==> src/rtl/axi_err_slv_sync.sv <==
// axi_err_slv_sync: terminating AXI4 slave that answers every transaction
// with an error response (Resp on B and R, RespData on R data).
// Write IDs are queued in a MaxTrans-deep FIFO; reads are served one at a time.
// Optional build macro: AXI_ERR_SLV_SYNC_STATS_EN adds saturating error
// counters wr_err_cnt_o / rd_err_cnt_o.
// Reset is synchronous and active-low (rst_ni sampled on clk_i rising edge).

package axi_err_slv_sync_pkg;

    typedef logic [3:0]  id_t;
    typedef logic [31:0] addr_t;
    typedef logic [63:0] data_t;
    typedef logic [7:0]  strb_t;
    typedef logic [0:0]  user_t;

    typedef struct packed {
        id_t        id;
        addr_t      addr;
        logic [7:0] len;
        logic [2:0] size;
        logic [1:0] burst;
        user_t      user;
    } ax_chan_t;

    typedef struct packed {
        data_t data;
        strb_t strb;
        logic  last;
        user_t user;
    } w_chan_t;

    typedef struct packed {
        id_t        id;
        logic [1:0] resp;
        user_t      user;
    } b_chan_t;

    typedef struct packed {
        id_t        id;
        data_t      data;
        logic [1:0] resp;
        logic       last;
        user_t      user;
    } r_chan_t;

    typedef struct packed {
        ax_chan_t aw;
        logic     aw_valid;
        w_chan_t  w;
        logic     w_valid;
        logic     b_ready;
        ax_chan_t ar;
        logic     ar_valid;
        logic     r_ready;
    } axi_req_t;

    typedef struct packed {
        logic    aw_ready;
        logic    ar_ready;
        logic    w_ready;
        logic    b_valid;
        b_chan_t b;
        logic    r_valid;
        r_chan_t r;
    } axi_resp_t;

endpackage

module axi_err_slv_sync #(
    parameter type         id_t       = axi_err_slv_sync_pkg::id_t,
    parameter type         axi_req_t  = axi_err_slv_sync_pkg::axi_req_t,
    parameter type         axi_resp_t = axi_err_slv_sync_pkg::axi_resp_t,
    parameter logic [1:0]  Resp       = 2'b11,
    parameter int unsigned DataWidth  = 64,
    parameter logic [63:0] RespData   = 64'hBADC_AB1E,
    parameter int unsigned MaxTrans   = 4
) (
    input  logic      clk_i,
    input  logic      rst_ni,
    input  axi_req_t  slv_req_i,
    output axi_resp_t slv_resp_o
`ifdef AXI_ERR_SLV_SYNC_STATS_EN
    ,
    output logic [31:0] wr_err_cnt_o,
    output logic [31:0] rd_err_cnt_o
`endif
);

    localparam int unsigned PtrW = (MaxTrans > 1) ? $clog2(MaxTrans) : 1;
    localparam int unsigned CntW = $clog2(MaxTrans + 1);
    localparam logic [DataWidth-1:0] RespDataW = DataWidth'(RespData);

    typedef logic [PtrW-1:0] ptr_t;
    typedef logic [CntW-1:0] cnt_t;

    typedef enum logic [1:0] {W_IDLE, W_DATA, W_RESP} w_state_e;
    typedef enum logic       {R_IDLE, R_DATA}         r_state_e;

    // Pointers wrap at MaxTrans so non-power-of-2 depths work.
    function automatic ptr_t ptr_inc(input ptr_t p);
        return (p == ptr_t'(MaxTrans - 1)) ? '0 : p + ptr_t'(1);
    endfunction

    // ---------------- write-ID FIFO ----------------
    id_t  id_fifo [MaxTrans];
    ptr_t wr_ptr, rd_ptr;
    cnt_t fifo_cnt;
    logic fifo_full, fifo_empty, push, pop;

    w_state_e w_state, w_state_d;
    logic     w_ready, b_valid;

    assign fifo_full  = (fifo_cnt == cnt_t'(MaxTrans));
    assign fifo_empty = (fifo_cnt == '0);
    assign push       = slv_req_i.aw_valid && !fifo_full;
    assign pop        = b_valid && slv_req_i.b_ready;

    // FIFO pointer and occupancy bookkeeping.
    // NOTE: clocked state uses non-blocking assignments so every register
    // samples pre-edge values and updates together.
    always_ff @(posedge clk_i) begin
        if (!rst_ni) begin
            wr_ptr   <= '0;
            rd_ptr   <= '0;
            fifo_cnt <= '0;
        end else begin
            if (push) wr_ptr <= ptr_inc(wr_ptr);
            if (pop)  rd_ptr <= ptr_inc(rd_ptr);
            case ({push, pop})
                2'b10:   fifo_cnt <= fifo_cnt + cnt_t'(1);
                2'b01:   fifo_cnt <= fifo_cnt - cnt_t'(1);
                default: fifo_cnt <= fifo_cnt;
            endcase
        end
    end

    // ID storage written on each AW handshake.
    // NOTE: the storage array is not reset; occupancy lives in the pointers
    // and count, and b.id is masked while no response is pending.
    always_ff @(posedge clk_i) begin
        if (push) id_fifo[wr_ptr] <= slv_req_i.aw.id;
    end

    // ---------------- W / B state machine ----------------
    // W state register.
    always_ff @(posedge clk_i) begin
        if (!rst_ni) w_state <= W_IDLE;
        else         w_state <= w_state_d;
    end

    // W next state and handshake decodes.
    // NOTE: every output gets a default before the case so no latch forms.
    always_comb begin
        w_state_d = w_state;
        w_ready   = 1'b0;
        b_valid   = 1'b0;
        case (w_state)
            W_IDLE: if (!fifo_empty) w_state_d = W_DATA;
            W_DATA: begin
                w_ready = 1'b1;
                if (slv_req_i.w_valid && slv_req_i.w.last) w_state_d = W_RESP;
            end
            W_RESP: begin
                b_valid = 1'b1;
                if (slv_req_i.b_ready) w_state_d = W_IDLE;
            end
            default: w_state_d = W_IDLE;
        endcase
    end

    // ---------------- AR / R state machine ----------------
    r_state_e   r_state, r_state_d;
    id_t        r_id_q;
    logic [7:0] r_cnt_q;
    logic       ar_ready, r_valid, r_last, r_load, r_dec;

    assign r_last = r_valid && (r_cnt_q == 8'd0);

    // R state register plus captured ID and remaining-beat counter.
    always_ff @(posedge clk_i) begin
        if (!rst_ni) begin
            r_state <= R_IDLE;
            r_id_q  <= '0;
            r_cnt_q <= '0;
        end else begin
            r_state <= r_state_d;
            if (r_load) begin
                r_id_q  <= slv_req_i.ar.id;
                r_cnt_q <= slv_req_i.ar.len;
            end else if (r_dec) begin
                r_cnt_q <= r_cnt_q - 8'd1;
            end
        end
    end

    // R next state and handshake decodes.
    always_comb begin
        r_state_d = r_state;
        ar_ready  = 1'b0;
        r_valid   = 1'b0;
        r_load    = 1'b0;
        r_dec     = 1'b0;
        case (r_state)
            R_IDLE: begin
                ar_ready = 1'b1;
                if (slv_req_i.ar_valid) begin
                    r_load    = 1'b1;
                    r_state_d = R_DATA;
                end
            end
            R_DATA: begin
                r_valid = 1'b1;
                if (slv_req_i.r_ready) begin
                    if (r_cnt_q == 8'd0) r_state_d = R_IDLE;
                    else                 r_dec     = 1'b1;
                end
            end
            default: r_state_d = R_IDLE;
        endcase
    end

    // Response assembly; payload is zero while idle apart from resp/data.
    always_comb begin
        slv_resp_o          = '0;
        slv_resp_o.aw_ready = !fifo_full;
        slv_resp_o.ar_ready = ar_ready;
        slv_resp_o.w_ready  = w_ready;
        slv_resp_o.b_valid  = b_valid;
        slv_resp_o.b.id     = b_valid ? id_fifo[rd_ptr] : '0;
        slv_resp_o.b.resp   = Resp;
        slv_resp_o.r_valid  = r_valid;
        slv_resp_o.r.id     = r_valid ? r_id_q : '0;
        slv_resp_o.r.data   = RespDataW;
        slv_resp_o.r.resp   = Resp;
        slv_resp_o.r.last   = r_last;
    end

`ifdef AXI_ERR_SLV_SYNC_STATS_EN
    // Saturating counts of completed error writes (B) and reads (last R).
    always_ff @(posedge clk_i) begin
        if (!rst_ni) begin
            wr_err_cnt_o <= '0;
            rd_err_cnt_o <= '0;
        end else begin
            if (pop && (wr_err_cnt_o != 32'hFFFF_FFFF))
                wr_err_cnt_o <= wr_err_cnt_o + 32'd1;
            if (r_last && slv_req_i.r_ready && (rd_err_cnt_o != 32'hFFFF_FFFF))
                rd_err_cnt_o <= rd_err_cnt_o + 32'd1;
        end
    end
`endif

    // Address, burst, data and strobe fields are deliberately ignored.
    logic unused_req_bits;
    assign unused_req_bits = ^slv_req_i;

endmodule

==> config.mk <==
export PLATFORM = sky130hd
export DESIGN_NAME = axi_err_slv_sync
export DESIGN_NICKNAME = d
export VERILOG_FILES = /design/src/rtl/axi_err_slv_sync.sv
export SDC_FILE = /design/constraint.sdc
export NUM_CORES = 1
export LEC_CHECK = 0
export ABC_AREA = 1
export CORE_AREA = 2 2 104 106
export CTS_CLUSTER_SIZE = 28
export DETAILED_ROUTE_END_ITERATION = 8
export DIE_AREA = 0 0 106 108
export HOLD_SLACK_MARGIN = 0.02
export PLACE_DENSITY = 0.71
export SLEW_MARGIN = 20
export SYNTH_ARGS = -nofsm -noshare
export SYNTH_HDL_FRONTEND = slang
export SYNTH_SLANG_ARGS = --single-unit
export TNS_END_PERCENT = 50
==> constraint.sdc <==
create_clock -name clk_i -period 2.8 [get_ports clk_i]
set_input_delay 0.56 -clock clk_i [delete_from_list [all_inputs] [get_ports clk_i]]
set_output_delay 0.56 -clock clk_i [all_outputs]
set_load 0.02 [all_outputs]
==> results of run 1 <==
sequential cells by signal, indices dropped and copies added, names as in the netlist, named ones only:
name      count
w_state       2
r_id_q        4
wr_ptr        2
id_fifo      16
r_cnt_q       8
fifo_cnt      3
rd_ptr        2
r_state       1
kinds of logic (layout without fill, tap and decap cells):
family | Yosys count | count (layout) | synth area share [%]
buffers and inverters | 115 | 81 | 28.4
and+or+nand+nor | 101 | 101 | 18.1
other | 2 | 70 | 0.294
adders and majority gates | 9 | 9 | 4.70
AOI/OAI and AO/OA | 52 | 52 | 10.9
DFF | 40 | 40 | 37.6
cells in the mapped netlist:
cell,number
buf_4,75
nor2_1,47
inv_1,28
nand2_1,27
dfxtp_1,24
a21oi_1,18
edfxtp_1,16
o21ai_0,16
o21ai_1,12
nand3_1,9
ha_1,8
inv_2,5
nand4_1,4
buf_2,3
nor2_2,3
o21ai_2,3
clkbuf_1,2
conb_1,2
nand3_2,2
nor3_1,2
or2_2,2
a211oi_1,1
a21oi_2,1
a31oi_1,1
buf_6,1
clkinv_1,1
fa_1,1
nand2_2,1
nand2_4,1
nand3_4,1
nor2_4,1
or2_1,1
cell type report:
type | instances | share of cell area, %
clock buffers | 6 | 2.52
clock inverters | 2 | 1.22
inverters | 34 | 4.44
multi-input cells | 232 | 39.1
flip-flops and latches | 40 | 33.4
well taps | 136 | 5.92
repair buffers | 39 | 13.4
per-layer routing:
layer | up-vias | global-route usage [%] | routed length, um
li1 | 938 | - | -
met1 | 799 | 9.39 | 1940
met2 | 91 | 13.3 | 2090
met3 | 5 | 3.44 | 492
met4 | 0 | 2.82 | 31
met5 | - | 0 | 0
worst register-to-register path, stage by stage, from the launching register on:
cell	delay [ns]
dfxtp_1	0.34
nor2_1	0.14
nand2_1	0.08
nand2_1	0.24
ha_1	0.20
inv_1	0.06
fa_1	0.38
a21oi_1	0.14
o21ai_0	0.12
o21ai_1	0.13
a21oi_1	0.05
power breakdown:
part / internal, mW / leakage, nW / total [mW] / switching (mW)
clock: 0.264 / 0.0552 / 0.458 / 0.194
combinational: 0.189 / 0.849 / 0.533 / 0.344
sequential: 0.668 / 0.345 / 0.719 / 0.0508
metrics by stage:
step | hold WS [ns] | power (mW) | cell area, um2 | util [%]
2_1_floorplan | 0.444 | 1.21 | 2810 | -
4_1_cts | 0.495 | 1.73 | 2880 | 28.1
6_report | 0.493 | 1.71 | 2880 | 28.1
3_5_place_dp | 0.479 | 1.26 | 2770 | 27.1
3_3_place_gp | 0.459 | 1.25 | 2770 | 27.1
5_1_grt | 0.520 | 1.82 | 2880 | 28.1
worst min path at each step:
stage	startpoint	endpoint	slack [ns]	depth (start not counted)
floorplan	fifo_cnt[0]$_SDFFE_PN0P_	fifo_cnt[0]$_SDFFE_PN0P_	0.44	1
global placement	fifo_cnt[0]$_SDFFE_PN0P_	fifo_cnt[0]$_SDFFE_PN0P_	0.46	1
detailed placement	r_id_q[0]$_SDFFE_PN0P_	r_id_q[0]$_SDFFE_PN0P_	0.48	2
CTS	r_id_q[0]$_SDFFE_PN0P_	r_id_q[0]$_SDFFE_PN0P_	0.50	2
global route	r_cnt_q[7]$_SDFFE_PN0P_	r_cnt_q[7]$_SDFFE_PN0P_	0.52	2
finish	r_id_q[0]$_SDFFE_PN0P_	r_id_q[0]$_SDFFE_PN0P_	0.49	2
==> run summary, run 1 <==
status - complete, no violations
Mapped Cells - 319
fin crit share - 88.6%
Layout Cells excl Fill - 489
CTS tree - built
Fin Clk Skew - 0.00402 ns
largest net degree at the start of global routing - 15
share of layout cells above drive strength 1 - 8.22%
cell taking the most area after synthesis - buf_4
dpl cells - 481
slowest stage delay, CP - 0.68 ns
CTS sink count - 40
Port Buf Inserts - 37
DRC violations left - 0
total global-route track usage - 8.04%
site row count - 37
Critical R2R Launch - fifo_cnt[0]$_SDFFE_PN0P_
crit path time final - 2.48 ns
R2R depth - 10
cell depth of the worst setup path - 5
Overflow after GRT - 0
Hold Path Class - flip-flop to flip-flop
Max-cap violations - 0
H-Tree Level Count - 2
Max Buffers Root-to-Sink - 2
register-to-register setup slack - 0.81 ns
CTS Hold Bufs - 0
vias post-DR - 1833
DR WL/cell - 9.31 um
postcts setup bufs - 0
distinct cell type count after synthesis - 32
Vias/cell - 3.75
Post-Syn Area - 2550 um2
Root Buffer - clkbuf_8
CTS Buf Count - 5
Synth Register Bits - 40
FMAX - 403 MHz
CP Data Arrival Time - 1.92 ns
IO Pins - 265
Core Box Area - 10200 um2
final hold vios - 0
GP Congestion - 0.811
number of fill cells in the layout - 1093
r2r endpoint - fifo_cnt[2]$_SDFFE_PN0P_
element type at the critical path start - flip-flop
Setup Total Neg Slack - 0 ns
most frequent cells in the layout - conb_1, nor2_1, clkdlybuf4s50_1
drt total wl - 4550 um
Post-Place Worst Slack - 0.404 ns
Detailed Place HPWL - 3620 um
P&R area growth vs syn - 12.6%
FF+latch area - 961 um2
global-route wire length before repair - 7350 um
Iteration-0 DRC Markers - 109
CP top delay family - buffers and inverters
post_cts resized - 0
synth warn - 0
Critical path buffers and inverters - 1
largest cells by area after synthesis - buf_4, dfxtp_1, edfxtp_1, nor2_1, inv_1
Worst setup EP type - output port
sequential-to-total area share from yosys stat - 37.6%
antenna cells - 0
Worst path slowest cell - clkdlybuf4s50_1
Post-DRT Antenna Nets - 0
Critical Path, Cell by Cell - nor2_1, nor2_1, o21ai_0, a21oi_1, clkdlybuf4s50_1
Initial Util - 25.0%
Worst-path clk slew - 0.08 ns
initial antenna violation count - 0
RSZ-0062 raised after global routing - false
CP Class - flip-flop to output port
Leak - 1.25 nW
post-synth top area share - 22.0%
pwr/cell area - 595 nW/um2
CP max FO - 9
die height - 108 um
Syn Area/Cell - 8.01 um2
Final #Nets - 542
Req. time, crit path - 2.24 ns
vias in the first global route - 1666
Max Slew Vio Count - 0
chip width - 106 um
Peak VDD IR - 0.250 mV
# setup viols final - 0
Multi-input gate area - 1120 um2
final setup margin - 0.318 ns
worst skew pair latency - 0.29 ns
commonest non-fill, non-tap cell in the layout - conb_1
Initial DRT Pass Iterations - 4
Critical Path End - slv_resp_o[76]
full die area - 11400 um2
CP most frequent cell - nor2_1
(Power assumes the default switching activity.)
==> inputs of run 2 (changes only) <==
--- a/config.mk
+++ b/config.mk
@@ -6,12 +6,12 @@
 export NUM_CORES = 1
 export LEC_CHECK = 0
 export ABC_AREA = 1
-export CORE_AREA = 2 2 104 106
+export CORE_AREA = 3 3 102 104
 export CTS_CLUSTER_SIZE = 28
 export DETAILED_ROUTE_END_ITERATION = 8
-export DIE_AREA = 0 0 106 108
+export DIE_AREA = 0 0 105 107
 export HOLD_SLACK_MARGIN = 0.02
-export PLACE_DENSITY = 0.71
+export PLACE_DENSITY = 0.75
 export SLEW_MARGIN = 20
 export SYNTH_ARGS = -nofsm -noshare
 export SYNTH_HDL_FRONTEND = slang
==> run summary, run 2 (synthesized netlist as in run 1, its figures left out) <==
most frequent cells in the layout - conb_1, nor2_1, clkdlybuf4s50_1
CP Class - flip-flop to output port
Regs by FF count - id_fifo (16), r_cnt_q (8), r_id_q (4)
full die area - 11200 um2
Sw Ratio - 34.9%
CTS tree - built
Port Buf Inserts - 37
crit path time final - 2.49 ns
Worst setup EP type - output port
commonest non-fill, non-tap cell in the layout - conb_1
register-to-register setup slack - 0.80 ns
vias in the first global route - 1714
RSZ-0062 raised after global routing - false
global-route wire length before repair - 7620 um
CP top delay family - buffers and inverters
number of fill cells in the layout - 1032
Critical Path End - slv_resp_o[78]
Req. time, crit path - 2.24 ns
Core Box Area - 9640 um2
site row count - 36
FF+latch area - 961 um2
Hold Path Class - flip-flop to flip-flop
Leak - 1.25 nW
switching power total - 0.602 mW
Initial DRT Pass Iterations - 4
P_int - 1.12 mW
fin util - 29.8%
Reg power frac - 41.7%
placed cell areas - 2760 um2
Vias/cell - 3.84
Peak VDD IR - 0.247 mV
antenna cells - 0
element type at the critical path start - flip-flop
FMAX - 401 MHz
R2R depth - 10
clock share of power - 27.2%
DRC violations left - 0
final setup margin - 0.307 ns
pwr/cell area - 599 nW/um2
cell depth of the worst setup path - 5
Final #Nets - 542
P&R area growth vs syn - 12.6%
overall power - 1.72 mW
share of layout cells above drive strength 1 - 8.50%
Overflow after GRT - 0
Initial Util - 26.5%
final hold vios - 0
vias post-DR - 1866
Worst path slowest cell - clkdlybuf4s50_1
fin crit share - 89.0%
Fin Clk Skew - 0.00690 ns
status - complete, no violations
Detailed Place HPWL - 3840 um
chip width - 105 um
Setup Total Neg Slack - 0 ns
Critical R2R Launch - fifo_cnt[0]$_SDFFE_PN0P_
die height - 107 um
CTS sink count - 40
Max Slew Vio Count - 0
post_cts resized - 0
drt total wl - 4810 um
largest net degree at the start of global routing - 15
DR WL/cell - 9.89 um
Biggest register - id_fifo
slowest stage delay, CP - 0.66 ns
H-Tree Level Count - 2
Max-cap violations - 0
CP most frequent cell - nor2_1
max FFs per register - 16
Hold Path Origin - r_id_q[3]$_SDFFE_PN0P_
Worst-path clk slew - 0.08 ns
Post-DRT Antenna Nets - 0
combinational power share - 31.1%
Max Buffers Root-to-Sink - 2
CP max FO - 9
CP Data Arrival Time - 1.93 ns
Root Buffer - clkbuf_8
Post-Place Worst Slack - 0.392 ns
Critical Path, Cell by Cell - nor2_1, nor2_1, o21ai_0, a21oi_1, clkdlybuf4s50_1
total global-route track usage - 8.28%
# setup viols final - 0
IO Pins - 265
post-route cell area - 2880 um2
Critical path buffers and inverters - 1
initial antenna violation count - 0
CTS Hold Bufs - 0
postcts setup bufs - 0
Multi-input gate area - 1120 um2
CTS Buf Count - 5
Iteration-0 DRC Markers - 95
GP Congestion - 0.804
r2r endpoint - fifo_cnt[2]$_SDFFE_PN0P_
worst skew pair latency - 0.29 ns
==> run 2: cell count changes in the layout (fill, tap and decap cells not counted) <==
cell	delta
clkbuf_1	-1
clkinvlp_4	+1
==> run 2: layout make-up <==
cell class / instances / share of cell area (%)
clock inverter: 3 / 1.48
sequential: 40 / 33.4
tap: 133 / 5.79
inverter: 34 / 4.44
timing repair buffer: 39 / 13.4
multi-input combinational: 232 / 39.1
clock buffer: 5 / 2.39
==> run 2: how the worst min path moves through the flow <==
| stage | to | slack (ns) | cells after the start |
|---|---|---|---|
| 2_1_floorplan | fifo_cnt[0]$_SDFFE_PN0P_ | 0.44 | 1 |
| 3_3_place_gp | fifo_cnt[0]$_SDFFE_PN0P_ | 0.46 | 1 |
| 3_5_place_dp | r_id_q[3]$_SDFFE_PN0P_ | 0.48 | 2 |
| 4_1_cts | r_id_q[0]$_SDFFE_PN0P_ | 0.50 | 2 |
| 5_1_grt | r_id_q[0]$_SDFFE_PN0P_ | 0.53 | 2 |
| 6_report | r_id_q[3]$_SDFFE_PN0P_ | 0.50 | 2 |
==> run 2: power by group through the flow <==
stage	sequential, mW	clock, mW	combinational, mW
3_3_place_gp	0.728	0	0.521
3_5_place_dp	0.733	0	0.536
2_1_floorplan	0.715	0	0.493
4_1_cts	0.719	0.475	0.539
6_report	0.719	0.468	0.536
5_1_grt	0.729	0.498	0.604
==> run 2: stage by stage <==
step                      hold slack, ns  cells
after global placement             0.461    478
final                              0.496    486
after floorplan                    0.444    387
after global routing               0.534    486
after detailed placement           0.481    478
after CTS                          0.496    486
==> run 2: worst register-to-register path, delay by kind of cell, from the launching register on <==
family	cells	cell delay, ns
adders and majority gates	2	0.57
buffers and inverters	1	0.06
DFF	1	0.34
AOI/OAI and AO/OA	4	0.45
and+or+nand+nor	3	0.47
==> run 2: routing by layer <==
layer / track usage, % / routed length [um] / up-vias / part of all wire (%)
met1: 9.58 / 2010 / 826 / 42
li1: - / - / 935 / -
met5: 0 / 0 / - / 0
met2: 14.3 / 2230 / 99 / 46
met4: 2.34 / 44 / 0 / 0.92
met3: 3.19 / 526 / 6 / 11
==> inputs of run 3 (changes only) <==
--- a/config.mk
+++ b/config.mk
@@ -12,7 +12,6 @@
 export DIE_AREA = 0 0 105 107
 export HOLD_SLACK_MARGIN = 0.02
 export PLACE_DENSITY = 0.75
-export SLEW_MARGIN = 20
 export SYNTH_ARGS = -nofsm -noshare
 export SYNTH_HDL_FRONTEND = slang
 export SYNTH_SLANG_ARGS = --single-unit
==> results of run 3 <==
Same layout as run 2: the final DEF is identical, and so are final timing and power.
